===== config.mk =====
export PLATFORM = sky130hd
export DESIGN_NAME = display_hdmi_fifo_fill_ctrl
export DESIGN_NICKNAME = d
export VERILOG_FILES = /design/src/rtl/display_hdmi_fifo_fill_ctrl.sv
export SDC_FILE = /design/constraint.sdc
export NUM_CORES = 1
export LEC_CHECK = 0
export BUFFER_PORTS_ARGS = -buffer_cell sky130_fd_sc_hd__buf_2
export CORE_MARGIN = 2
export CORE_UTILIZATION = 44
export CTS_CLUSTER_DIAMETER = 40
export DETAILED_ROUTE_END_ITERATION = 12
export GPL_TIMING_DRIVEN = 0
export SKIP_CTS_REPAIR_TIMING = 1
export SYNTH_ARGS = -nofsm -noshare
export SYNTH_HDL_FRONTEND = slang
export SYNTH_SLANG_ARGS = --single-unit
export TNS_END_PERCENT = 50

===== constraint.sdc =====
create_clock -name i_clk -period 14.05 [get_ports i_clk]
set_clock_uncertainty 0.15 [all_clocks]
set_input_delay 2.81 -clock i_clk [delete_from_list [all_inputs] [get_ports i_clk]]
set_output_delay 2.81 -clock i_clk [all_outputs]
set_load 0.05 [all_outputs]

===== src/rtl/display_hdmi_fifo_fill_ctrl.sv =====
// HDMI pixel FIFO fill controller: splits a frame into burst read
// requests, each issued only when the FIFO can absorb every beat in flight.
module display_hdmi_fifo_fill_ctrl #(
   parameter int ADDR_WIDTH        = 8,
   parameter int MEM_ADDR_WIDTH    = 32,
   parameter int BURST_LEN         = 16,
   parameter int BYTES_PER_BEAT    = 8,
   parameter int FRAME_BEATS_WIDTH = 24
) (
   input  logic                         i_clk,
   input  logic                         i_arst,
   input  logic                         i_frame_start,
   input  logic [MEM_ADDR_WIDTH-1:0]    i_base_addr,
   input  logic [FRAME_BEATS_WIDTH-1:0] i_frame_beats,
   input  logic [ADDR_WIDTH-1:0]        i_wcnt,
   input  logic                         i_data_valid,
   output logic                         o_req_valid,
   input  logic                         i_req_ready,
   output logic [MEM_ADDR_WIDTH-1:0]    o_req_addr,
   output logic [7:0]                   o_req_len,
   output logic                         o_busy,
   output logic                         o_frame_done,
   output logic                         o_err
);

   localparam int SW = ADDR_WIDTH + 2;
   localparam int OW = ADDR_WIDTH + 1;
   localparam logic [SW-1:0] FIFO_MAX = SW'((2 ** ADDR_WIDTH) - 1);

   typedef enum logic [2:0] {
      IDLE,
      CHECK,
      REQ,
      DRAIN,
      DONE
   } state_t;

   state_t                         state, state_n;
   logic [MEM_ADDR_WIDTH-1:0]      addr, addr_n, req_addr_n;
   logic [FRAME_BEATS_WIDTH-1:0]   rem, rem_n;
   logic [OW-1:0]                  outst, outst_n;
   logic [8:0]                     len, hs_len;
   logic [SW-1:0]                  need;
   logic [7:0]                     req_len_n;
   logic                           req_valid_n, busy_n, done_n, err_n;
   logic                           hs, bad;

   // Next burst size and the FIFO room it would need, counting beats in flight.
   always_comb begin
      len = 9'(BURST_LEN);
      if (rem < FRAME_BEATS_WIDTH'(BURST_LEN))
         len = 9'(rem);
      need   = SW'(i_wcnt) + SW'(outst) + SW'(len);
      hs     = o_req_valid & i_req_ready;
      hs_len = {1'b0, o_req_len} + 9'd1;
   end

   // Outstanding-beat tracking; a beat with nothing in flight is an error.
   always_comb begin
      outst_n = outst;
      bad     = 1'b0;
      if (hs)
         outst_n = outst + OW'(hs_len) - OW'(i_data_valid);
      else if (i_data_valid) begin
         if (outst == '0)
            bad = 1'b1;
         else
            outst_n = outst - OW'(1);
      end
   end

   // Frame sequencing and registered-output next values.
   always_comb begin
      state_n     = state;
      addr_n      = addr;
      rem_n       = rem;
      req_valid_n = o_req_valid;
      req_addr_n  = o_req_addr;
      req_len_n   = o_req_len;
      done_n      = 1'b0;
      err_n       = o_err | bad;
      unique case (state)
         IDLE: begin
            if (i_frame_start) begin
               addr_n  = i_base_addr;
               rem_n   = i_frame_beats;
               err_n   = 1'b0;
               state_n = (i_frame_beats == '0) ? DONE : CHECK;
            end
         end
         CHECK: begin
            if (need <= FIFO_MAX) begin
               req_valid_n = 1'b1;
               req_addr_n  = addr;
               req_len_n   = 8'(len - 9'd1);
               state_n     = REQ;
            end
         end
         REQ: begin
            if (hs) begin
               req_valid_n = 1'b0;
               rem_n       = rem - FRAME_BEATS_WIDTH'(hs_len);
               addr_n      = addr + MEM_ADDR_WIDTH'(hs_len)
                                  * MEM_ADDR_WIDTH'(BYTES_PER_BEAT);
               state_n     = (rem_n == '0) ? DRAIN : CHECK;
            end
         end
         DRAIN: begin
            if (outst == '0)
               state_n = DONE;
         end
         DONE: begin
            done_n  = 1'b1;
            state_n = IDLE;
         end
         default: state_n = IDLE;
      endcase
      busy_n = (state_n != IDLE);
   end

   // State and output registers.
   always_ff @(posedge i_clk or posedge i_arst) begin
      if (i_arst) begin
         state        <= IDLE;
         addr         <= '0;
         rem          <= '0;
         outst        <= '0;
         o_req_valid  <= 1'b0;
         o_req_addr   <= '0;
         o_req_len    <= '0;
         o_busy       <= 1'b0;
         o_frame_done <= 1'b0;
         o_err        <= 1'b0;
      end else begin
         state        <= state_n;
         addr         <= addr_n;
         rem          <= rem_n;
         outst        <= outst_n;
         o_req_valid  <= req_valid_n;
         o_req_addr   <= req_addr_n;
         o_req_len    <= req_len_n;
         o_busy       <= busy_n;
         o_frame_done <= done_n;
         o_err        <= err_n;
      end
   end

endmodule


==> flow_summary_export.csv, run 1 <==
group,metric,value,unit
route,wl_per_cell,19.8,um
route,met1Wirelength,11.4,mm
timing,min_period,6250,ps
global_route,grt-ovfl-total,0,
route,met2_length,11.1,mm
timing,finalSetupViolCount,0,
clock_tree,cts_max_level,3,
floorplan,floorplan.initialDensity,0.451,
setup_path,crit_path_cell_trace,"buf_2, inv_1, fa_1, inv_1, ha_1, fa_1, a211oi_1, o21ai_0, nor4_1, a31oi_1, a21oi_2, buf_2, mux2_2",
run_status,status,"finished clean",
setup_path,path_class,"in -> reg",
synthesis,syn_area,7800,um^2
run,cap_violations,0,
synthesis,ys_top_cells_by_count,"dfrtp_1, nand2_1, a21oi_1",
setup_path,crit_path_start_kind,"input port",
cells_and_area,syn2layout_area_growth,15.3,%
min_path,min_path_type,"reg -> reg",
setup_path,r2r_slack,8210,ps
min_path,worstHoldStart,"addr[1]",
timing,setup_tns,0,ps
floorplan,rows,48,
synthesis,yosysMostFrequentCell,"dfrtp_1",
synthesis,yosys.area.top_type_share,0.359,
placed_design,dp_hpwl,18.9,mm
placed_design,dp_cells,1229,
clock_tree,cts_buffer_depth,2,
clock_tree,clk_pin_slew,80,ps
synthesis,ys.flop_type,"dfrtp_1",
timing,worst_pin_slew,1010,ps
cells_and_area,fillerInstances,1679,
min_path,hold_path_end,"addr[1]",
floorplan,core-area,17300,um^2
synthesis,synth.distinct_cells,76,
setup_path,rr_worst_depth,17,
setup_path,slowest_stage,"a21oi_2",
placed_design,port_buffers,112,
setup_path,r2r_end,"o_req_addr[6]",
clock_tree,clk_latency,370,ps
synthesis,synth_area_per_cell,8.79,um^2
cells_and_area,final_cell_count_no_fill,1246,
synthesis,syn_inst,888,
route,viasPerCell,5.89,
route,wl_met3,1.55,mm
setup_path,crit_required,14150,ps
cells_and_area,final_nets,1142,
route,via_count,7338,
synthesis,ys_seq_elements,112,
clock_tree,tritoncts,"built",
synthesis,synth_warnings,0,
synthesis,seq_area_frac_synth,0.359,
global_route,grt_pass1_vias,7032,
setup_path,endpoint_kind,"flip-flop",
synthesis,async_flop_share,1.00,
route,drt_iter0_drc,633,
global_route,grtUsageTotal,0.271,
cells_and_area,drive_gt1_frac,0.184,
setup_path,path_max_fanout,10,
route,wirelength,24.7,mm
global_route,grt_pass1_wl,38.6,mm
timing,drv_slew,0,
timing,rsz0062_at_grt,"no",
setup_path,worstPathArrival,6360,ps
floorplan,die_x,137,um
timing,slew_headroom,0.316,
synthesis,synth.top_cells.by_area,"dfrtp_1, ha_1, mux2_2, a21oi_1, nand2_1",
global_route,antenna_found_initial,1,
setup_path,r2r-start,"rem[16]",
floorplan,io_pins,113,
timing,max_freq,0.160,GHz
timing,hold_viol_final,0,
clock_tree,clock-sinks,112,
setup_path,cpPeakStageDelay,670,ps
placed_design,gp_congestion,0.895,
route,drc_errors,0,
synthesis,synth_edf_count,0,
clock_tree,cts_made_buffers,9,
synthesis,synth.largest_area_cell,"dfrtp_1",
clock_tree,cts-root-buf,"clkbuf_16",
floorplan,die-area,18800,um^2
route,ant_nets,0,
floorplan,die_y,137,um
route,firstDrtPassIters,5,
min_path,whs_path_depth,2,
timing,fin_crit_sh,0.445,
global_route,grt_max_degree,90,
route,highest_layer,"met4",
## cells by family (layout without fill, tap and decap cells)
family | count (synthesis) | in the layout | synth area share
xor gates and xnor gates | 33 | 33 | 0.0370
other | 1 | 5 | 0.000481
muxes | 38 | 38 | 0.0542
AOI/OAI and AO/OA | 240 | 240 | 0.193
and+or+nand+nor | 303 | 303 | 0.201
adders and majority gates | 58 | 58 | 0.105
DFF | 112 | 112 | 0.359
buffers and inverters | 103 | 232 | 0.0504
## per-stage QoR
stage               area [um^2]  worst slack [ps]  hold slack (ps)   util
floorplan                  7810              8130              283      -
global placement           8650              6490              304  0.500
detailed placement         8690              7380              308  0.502
CTS                        8990              7760              328  0.520
global route               9000              7550              365  0.520
finish                     9000              7800              322  0.520
## worst max-delay path, delay by kind of cell
family,cells,cell delay (ps)
multiplexers,1,370
AND/OR/NAND/NOR,1,240
AO/OA/AOI/OAI,4,1250
adder cells (fa/ha/maj),3,1120
buffers and inverters,4,560
## area by class of cell
cell class,count,area (um^2),share of cell area
Antenna cell,1,2.50,0.000278
Buffer,45,175,0.0195
Clock buffer,10,239,0.0266
Clock inverter,6,67.6,0.00751
Inverter,58,223,0.0248
Multi-Input combinational cell,676,4620,0.513
Sequential cell,112,2800,0.312
Tap cell,225,282,0.0313
Timing Repair Buffer,113,588,0.0654
## how the worst max path moves through the flow
stage / start / to / slack [ps] / cells after the start
after detailed placement: i_wcnt[1] / o_req_addr[3] / 7380 / 13
final: i_wcnt[1] / o_req_addr[6] / 7800 / 13
after floorplan: i_arst / addr[0] / 8130 / 1
after global placement: i_arst / o_req_addr[0] / 6490 / 2
after CTS: i_wcnt[1] / o_req_addr[3] / 7760 / 13
after global routing: i_wcnt[1] / o_req_addr[6] / 7550 / 13
## placed cells by master, fill, tap and decap left out, types with 5 or more instances in the layout
cell type | netlist | routed
fa_1 | 12 | 12
nor4_1 | 15 | 15
nand2b_1 | 8 | 8
xnor2_1 | 26 | 26
o21ai_0 | 62 | 62
dfrtp_1 | 112 | 112
o31ai_1 | 5 | 5
a21oi_1 | 65 | 65
or3_1 | 9 | 9
a21o_1 | 11 | 11
clkbuf_16 | 0 | 9
o211ai_1 | 11 | 11
a211oi_1 | 12 | 12
clkbuf_1 | 39 | 39
and2_1 | 5 | 5
ha_1 | 46 | 46
a22oi_1 | 6 | 6
inv_1 | 58 | 57
or2_2 | 5 | 5
nor3_1 | 25 | 25
a31oi_1 | 12 | 12
o311ai_0 | 5 | 5
or4_1 | 8 | 8
nor3b_1 | 5 | 5
nand4_1 | 9 | 9
o22ai_1 | 8 | 8
buf_2 | 5 | 117
nand3_1 | 35 | 35
inv_6 | 0 | 5
mux2_2 | 34 | 34
nand2_1 | 85 | 85
xor2_1 | 7 | 7
nor4b_1 | 5 | 5
nor2_1 | 64 | 64
## registers in the layout, summed over array words and instances, names as in the netlist
name and cells:
o_busy 1, outst 9, o_req_valid 1, o_err 1
addr 32, state 3, o_req_len 8, o_frame_done 1
rem 24, o_req_addr 32
## per-layer routing
metal,track usage,vias to the layer above
met2,0.424,308
met3,0.0311,39
met1,0.388,3506
met4,0.0956,0
li1,-,3485
met5,0,-
Power of run 1 is left out: the tool's default activity adds up to more than one toggle a clock period on the data nets, which glitch-free logic cannot reach.
==> run 2: changes to the inputs <==
--- a/config.mk
+++ b/config.mk
@@ -11,6 +11,7 @@
 export CTS_CLUSTER_DIAMETER = 40
 export DETAILED_ROUTE_END_ITERATION = 12
 export GPL_TIMING_DRIVEN = 0
+export PLACE_DENSITY = 0.66
 export SKIP_CTS_REPAIR_TIMING = 1
 export SYNTH_ARGS = -nofsm -noshare
 export SYNTH_HDL_FRONTEND = slang
==> constraint.sdc (replaced) <==
create_clock -name i_clk -period 5.2 [get_ports i_clk]
set_clock_uncertainty 0.15 [all_clocks]
set_input_delay 1.04 -clock i_clk [delete_from_list [all_inputs] [get_ports i_clk]]
set_output_delay 1.04 -clock i_clk [all_outputs]
set_load 0.05 [all_outputs]
==> run 2 against run 1 <==
Non-clock buffer count increased by 4. Sequential share of layout area decreased by 0.28 points. Global-route usage decreased by 0.17 points. Hold slack improved by 3.0 ps. Critical endpoint is now o_busy.
==> flow_summary_export.csv, run 2 (same netlist as run 1, synthesis figures left out) <==
group,metric,value,unit
run_status,status,"finished clean",
clock_tree,tritoncts,"built",
cells_and_area,syn2layout_area_growth,16.4,%
global_route,antenna_found_initial,0,
floorplan,die_y,137,um
timing,setup_slack,192,ps
setup_path,cpPeakStageDelay,610,ps
timing,drv_slew,0,
setup_path,slowest_stage,"or4_4",
floorplan,io_pins,113,
cells_and_area,diodes,0,
setup_path,crit_required,5280,ps
placed_design,gp_congestion,0.901,
setup_path,path_class,"reg -> reg",
floorplan,floorplan.initialDensity,0.451,
route,drt_iter0_drc,696,
setup_path,crit_path_start_kind,"flip-flop",
timing,whs,325,ps
route,wl_per_cell,19.9,um
clock_tree,cts_buffer_depth,2,
setup_path,cp.buffers_inverters,1,
clock_tree,clock-sinks,112,
global_route,grt_pass1_vias,7058,
timing,slew_headroom,0.292,
timing,worst_pin_slew,1050,ps
cells_and_area,layout_common_cells,"buf_2, dfrtp_1, nand2_1",
route,viasPerCell,5.98,
route,drc_errors,0,
timing,fin_crit_sh,0.963,
route,firstDrtPassIters,7,
clock_tree,clk_pin_slew,80,ps
run,cap_violations,0,
min_path,min_path_type,"reg -> reg",
cells_and_area,fillerInstances,1675,
clock_tree,cts_max_level,3,
setup_path,endpoint_kind,"flip-flop",
timing,hold_viol_final,0,
route,wirelength,24.9,mm
setup_path,worstPathArrival,5080,ps
cells_and_area,top_regs,"addr (32), o_req_addr (32), rem (24)",
global_route,grt_pass1_wl,38.8,mm
timing,max_freq,0.200,GHz
floorplan,die-area,18800,um^2
route,ant_nets,0,
clock_tree,cts-root-buf,"clkbuf_16",
global_route,grt-ovfl-total,0,
clock_tree,clk_latency,370,ps
setup_path,path_max_fanout,9,
setup_path,crit_family,"simple AND/OR/NAND/NOR gates",
setup_path,crit_path_cell_trace,"or4_4, nor4_4, and3_1, clkbuf_4, and2_1, fa_1, ha_1, a211oi_1, o21a_1, or2_2, a31oi_2, a21boi_0, o21ai_0, or3b_2",
route,via_count,7468,
timing,finalSetupViolCount,0,
cells_and_area,drive_gt1_frac,0.193,
floorplan,core-area,17300,um^2
timing,min_period,5010,ps
global_route,grt_max_degree,95,
placed_design,port_buffers,112,
global_route,grtUsageTotal,0.270,
floorplan,die_x,137,um
timing,setup_tns,0,ps
placed_design,place_ws,-564,ps
cells_and_area,final_nets,1146,
clock_tree,cts_made_buffers,9,
placed_design,dp_hpwl,18.9,mm
floorplan,rows,48,
cells_and_area,layout_commonest_cell,"buf_2",
-- run 2: cell types whose count changed in the layout (fill, tap and decap cells not counted), moves of 2 or more --
cell      delta
buf_2        -4
inv_6        -2
buf_4        +6
clkbuf_1     -2
-- run 2: cell type report --
class	count	area, um^2	share of cell area
clock buffers	9	225	0.0248
inverters	58	223	0.0245
plain buffers	44	186	0.0205
flip-flops and latches	112	2800	0.309
repair buffers	118	638	0.0703
multi-input cells	676	4650	0.512
clock inverters	7	75.1	0.00827
well taps	225	282	0.0310
-- run 2: worst paths after layout --
| check | slack, ps | to | cells after the start | startpoint |
|---|---|---|---|---|
| max | 190 | o_busy | 14 | rem[16] |
| min | 320 | addr[0] | 2 | addr[0] |
| max reg2reg | 190 | o_busy | 14 | rem[16] |
| min reg2reg | 320 | addr[0] | 2 | addr[0] |
| max in group asynchronous | 3710 | rem[2] | 3 | i_arst |
| min in group asynchronous | 450 | o_frame_done | 2 | i_arst |
-- run 2: metal layers --
| metal | share of wire | track usage | wire length, um |
|---|---|---|---|
| met1 | 0.45 | 0.382 | 11200 |
| met2 | 0.45 | 0.412 | 11200 |
| met3 | 0.066 | 0.0463 | 1650 |
| met4 | 0.030 | 0.0979 | 746 |
| met5 | 0 | 0 | 0 |
-- run 2: stage by stage --
| stage | area, um^2 | utilization | instances |
|---|---|---|---|
| 3_5_place_dp | 8690 | 0.502 | 1229 |
| 4_1_cts | 8990 | 0.520 | 1245 |
| 3_3_place_gp | 8650 | 0.500 | 1228 |
| 6_report | 9080 | 0.525 | 1249 |
| 5_1_grt | 9080 | 0.525 | 1249 |
| 2_1_floorplan | 7810 | - | 891 |
-- run 2: worst register-to-register path, cell delays in order, from the launching register on --
cell and delay, ps:
dfrtp_2 450, or4_4 610, nor4_4 280, and3_1 240
clkbuf_4 210, and2_1 220, fa_1 480, ha_1 300
a211oi_1 70, o21a_1 240, or2_2 320, a31oi_2 370
a21boi_0 170, o21ai_0 230, or3b_2 520
Power of run 2 is left out for the same reason.
==> run 3: changes to the inputs <==
--- a/config.mk
+++ b/config.mk
@@ -5,8 +5,8 @@
 export SDC_FILE = /design/constraint.sdc
 export NUM_CORES = 1
 export LEC_CHECK = 0
+export ABC_AREA = 1
 export BUFFER_PORTS_ARGS = -buffer_cell sky130_fd_sc_hd__buf_2
-export CORE_MARGIN = 2
 export CORE_UTILIZATION = 44
 export CTS_CLUSTER_DIAMETER = 40
 export DETAILED_ROUTE_END_ITERATION = 12
==> run 3 against run 2 <==
Via count increased by 11%. Non-clock buffer count decreased by 17. Final cell count increased by 22%. Fmax increased by 8.8%. Die area increased by 3.2%. Count of clock-buffer cells in the layout unchanged. Critical path type unchanged. Sequential cell count unchanged. Worst setup slack improved by 410 ps. Utilization decreased by 0.50 points. Register-to-register slack improved by 410 ps.
==> flow_summary_export.csv, run 3 <==
group,metric,value,unit
run_status,status,"finished clean",
clock_tree,tritoncts,"built",
min_path,min_path_type,"reg -> reg",
synthesis,syn_area,8300,um^2
setup_path,path_class,"reg -> reg",
synthesis,async_flop_share,1.00,
route,met1Wirelength,11.6,mm
synthesis,syn_inst,1165,
synthesis,ys_seq_elements,112,
power,p_switching,4.03,mW
power,seq_power_share,0.229,
timing,worst_pin_slew,788,ps
setup_path,crit_required,5310,ps
synthesis,synth-xor-area-share,0.0211,
synthesis,ys.flop_type,"dfrtp_1",
synthesis,synth.largest_area_cell,"dfrtp_1",
setup_path,worstPathArrival,4710,ps
timing,finalSetupViolCount,0,
power,ir_worst_vdd,322,uV
setup_path,r2r-start,"rem[10]",
floorplan,core-area,18200,um^2
route,via_count,8275,
synthesis,synthSimpleGateAreaFrac,0.278,
cells_and_area,final_nets,1419,
placed_design,port_buffers,112,
timing,hold_viol_final,0,
global_route,grtUsageTotal,0.269,
route,drt_iter0_drc,703,
placed_design,gp_congestion,0.949,
timing,rsz0062_at_grt,"no",
cells_and_area,diodes,0,
route,viasPerCell,5.43,
synthesis,synth_compound_area_frac,0.164,
setup_path,r2r_slack,600,ps
floorplan,floorplan.initialDensity,0.456,
cells_and_area,fillerInstances,1846,
floorplan,rows,49,
synthesis,synth_edf_count,0,
cells_and_area,drive_gt1_frac,0.147,
cells_and_area,top_regs,"addr (32), o_req_addr (32), rem (24)",
cells_and_area,layout_commonest_cell,"nand2_1",
clock_tree,cts_made_buffers,9,
clock_tree,cts_max_level,3,
cells_and_area,layout_common_cells,"nand2_1, inv_1, buf_2",
route,ant_nets,0,
clock_tree,cts-root-buf,"clkbuf_16",
floorplan,die-area,19400,um^2
setup_path,crit_path_cell_trace,"nor2_2, inv_1, nor4_1, nand3b_1, inv_1, nand2_1, fa_1, inv_1, ha_1, fa_1, nand3_1, nand2_1, nand4_1, o211ai_1, xnor2_1, nand3_2, buf_2, buf_2, nand2_1, nand2_1",
synthesis,yosysMostFrequentCell,"nand2_1",
global_route,grt_max_degree,91,
clock_tree,clock-sinks,112,
route,firstDrtPassIters,8,
power,power_frac_clock,0.097,
setup_path,critical_path.startpoint,"rem[10]",
synthesis,synth_warnings,0,
clock_tree,cts_buffer_depth,2,
clock_tree,clk_pin_slew,80,ps
run,cap_violations,0,
power,power_density,762,nW/um^2
global_route,antenna_found_initial,0,
floorplan,die_y,139,um
synthesis,yosys.area.top_type_share,0.338,
global_route,grt_pass1_wl,40.8,mm
cells_and_area,syn2layout_area_growth,14.1,%
setup_path,crit_end,"o_req_addr[28]",
clock_tree,clk_latency,370,ps
setup_path,cpPeakStageDelay,500,ps
setup_path,rr_worst_depth,20,
synthesis,ys_top_cells_by_count,"nand2_1, inv_1, dfrtp_1",
route,highest_layer,"met4",
cells_and_area,final_cell_count_no_fill,1525,
floorplan,io_pins,113,
setup_path,path_max_fanout,10,
synthesis,synth_top_family_by_area,"simple AND/OR/NAND/NOR gates",
setup_path,r2r_end,"o_req_addr[28]",
synthesis,synthMuxAreaShare,0,
timing,fin_crit_sh,0.885,
power,cell_internal_pwr,3.19,mW
synthesis,yosys.area_share.adder,0.0983,
setup_path,critPathMostFrequentCell,"nand2_1",
route,wirelength,25.4,mm
route,wl_met3,1.93,mm
setup_path,slowest_stage,"fa_1",
synthesis,synth_area_per_cell,7.12,um^2
synthesis,synth.top_cells.by_area,"dfrtp_1, nand2_1, inv_1, ha_1, o21ai_0",
placed_design,dp_hpwl,20.0,mm
synthesis,synth.distinct_cells,50,
timing,drv_slew,0,
timing,max_freq,0.217,GHz
setup_path,crit_path_start_kind,"flip-flop",
timing,min_period,4600,ps
floorplan,die_x,139,um
route,wl_per_cell,16.6,um
route,met2_length,11.2,mm
setup_path,endpoint_kind,"flip-flop",
timing,slew_headroom,0.474,
global_route,grt_pass1_vias,7734,
route,drc_errors,0,
placed_design,dp_cells,1510,
power,combPwrFrac,0.675,
power,p_leak,4.81,nW
synthesis,seq_area_frac_synth,0.338,
power,switching_share,0.558,
global_route,grt-ovfl-total,0,
power,p_total,7.22,mW
run 3: layer usage:
metal	track usage	vias up
met4	0.0942	0
met5	0	-
met3	0.0399	45
met2	0.421	333
li1	-	4082
met1	0.379	3815
run 3: power groups by stage:
stage / logic, mW / clock network, mW / registers, mW
6_report: 4.87 / 0.697 / 1.65
4_1_cts: 4.85 / 0.704 / 1.65
3_5_place_dp: 4.82 / 0 / 1.66
3_3_place_gp: 4.73 / 0 / 1.65
2_1_floorplan: 3.22 / 0 / 2.02
5_1_grt: 5.47 / 0.736 / 1.70
run 3: kinds of logic after synthesis:
logic type	count (synthesis)
XOR/XNOR	20
AO/OA/AOI/OAI	241
adder cells (fa/ha/maj)	58
buffers and inverters	210
flip-flops	112
other	1
AND/OR/NAND/NOR	523
run 3: cell type report:
type,count,area [um^2],area share
Multi-Input combinational cell,846,4680,0.494
Sequential cell,112,2800,0.296
Inverter,178,673,0.0711
Timing Repair Buffer,113,588,0.0621
Tap cell,229,287,0.0303
Clock buffer,9,225,0.0238
Buffer,32,163,0.0172
Clock inverter,6,53.8,0.00568
run 3: worst min path at each step:
stage                         from             end  slack [ps]  depth (start not counted)
floorplan                  addr[3]   o_req_addr[3]         320                          2
global placement    o_req_addr[28]  o_req_addr[28]         310                          2
detailed placement   o_req_addr[5]   o_req_addr[5]         310                          2
CTS                  o_req_addr[5]   o_req_addr[5]         330                          2
global route         o_req_addr[5]   o_req_addr[5]         350                          2
finish               o_req_addr[5]   o_req_addr[5]         320                          2
run 3: per-stage QoR:
| stage | setup TNS, ps | setup slack [ps] | hold WS [ps] | utilization | area (um^2) |
|---|---|---|---|---|---|
| 2_1_floorplan | 0 | 1050 | 318 | - | 8310 |
| 3_3_place_gp | -51770 | -477 | 310 | 0.503 | 9160 |
| 3_5_place_dp | 0 | 655 | 310 | 0.505 | 9190 |
| 4_1_cts | 0 | 637 | 331 | 0.520 | 9470 |
| 5_1_grt | 0 | 266 | 353 | 0.520 | 9470 |
| 6_report | 0 | 597 | 324 | 0.520 | 9470 |
run 3: critical path: cells and delay by family, from the launching register on:
| family | cells | cell delay, ps |
|---|---|---|
| AOI/OAI and AO/OA | 1 | 110 |
| xor gates and xnor gates | 1 | 250 |
| adders and majority gates | 3 | 1080 |
| buffers and inverters | 5 | 820 |
| DFF | 1 | 420 |
| and+or+nand+nor | 10 | 1660 |
No activity file was read; power rests on OpenSTA's default activity.
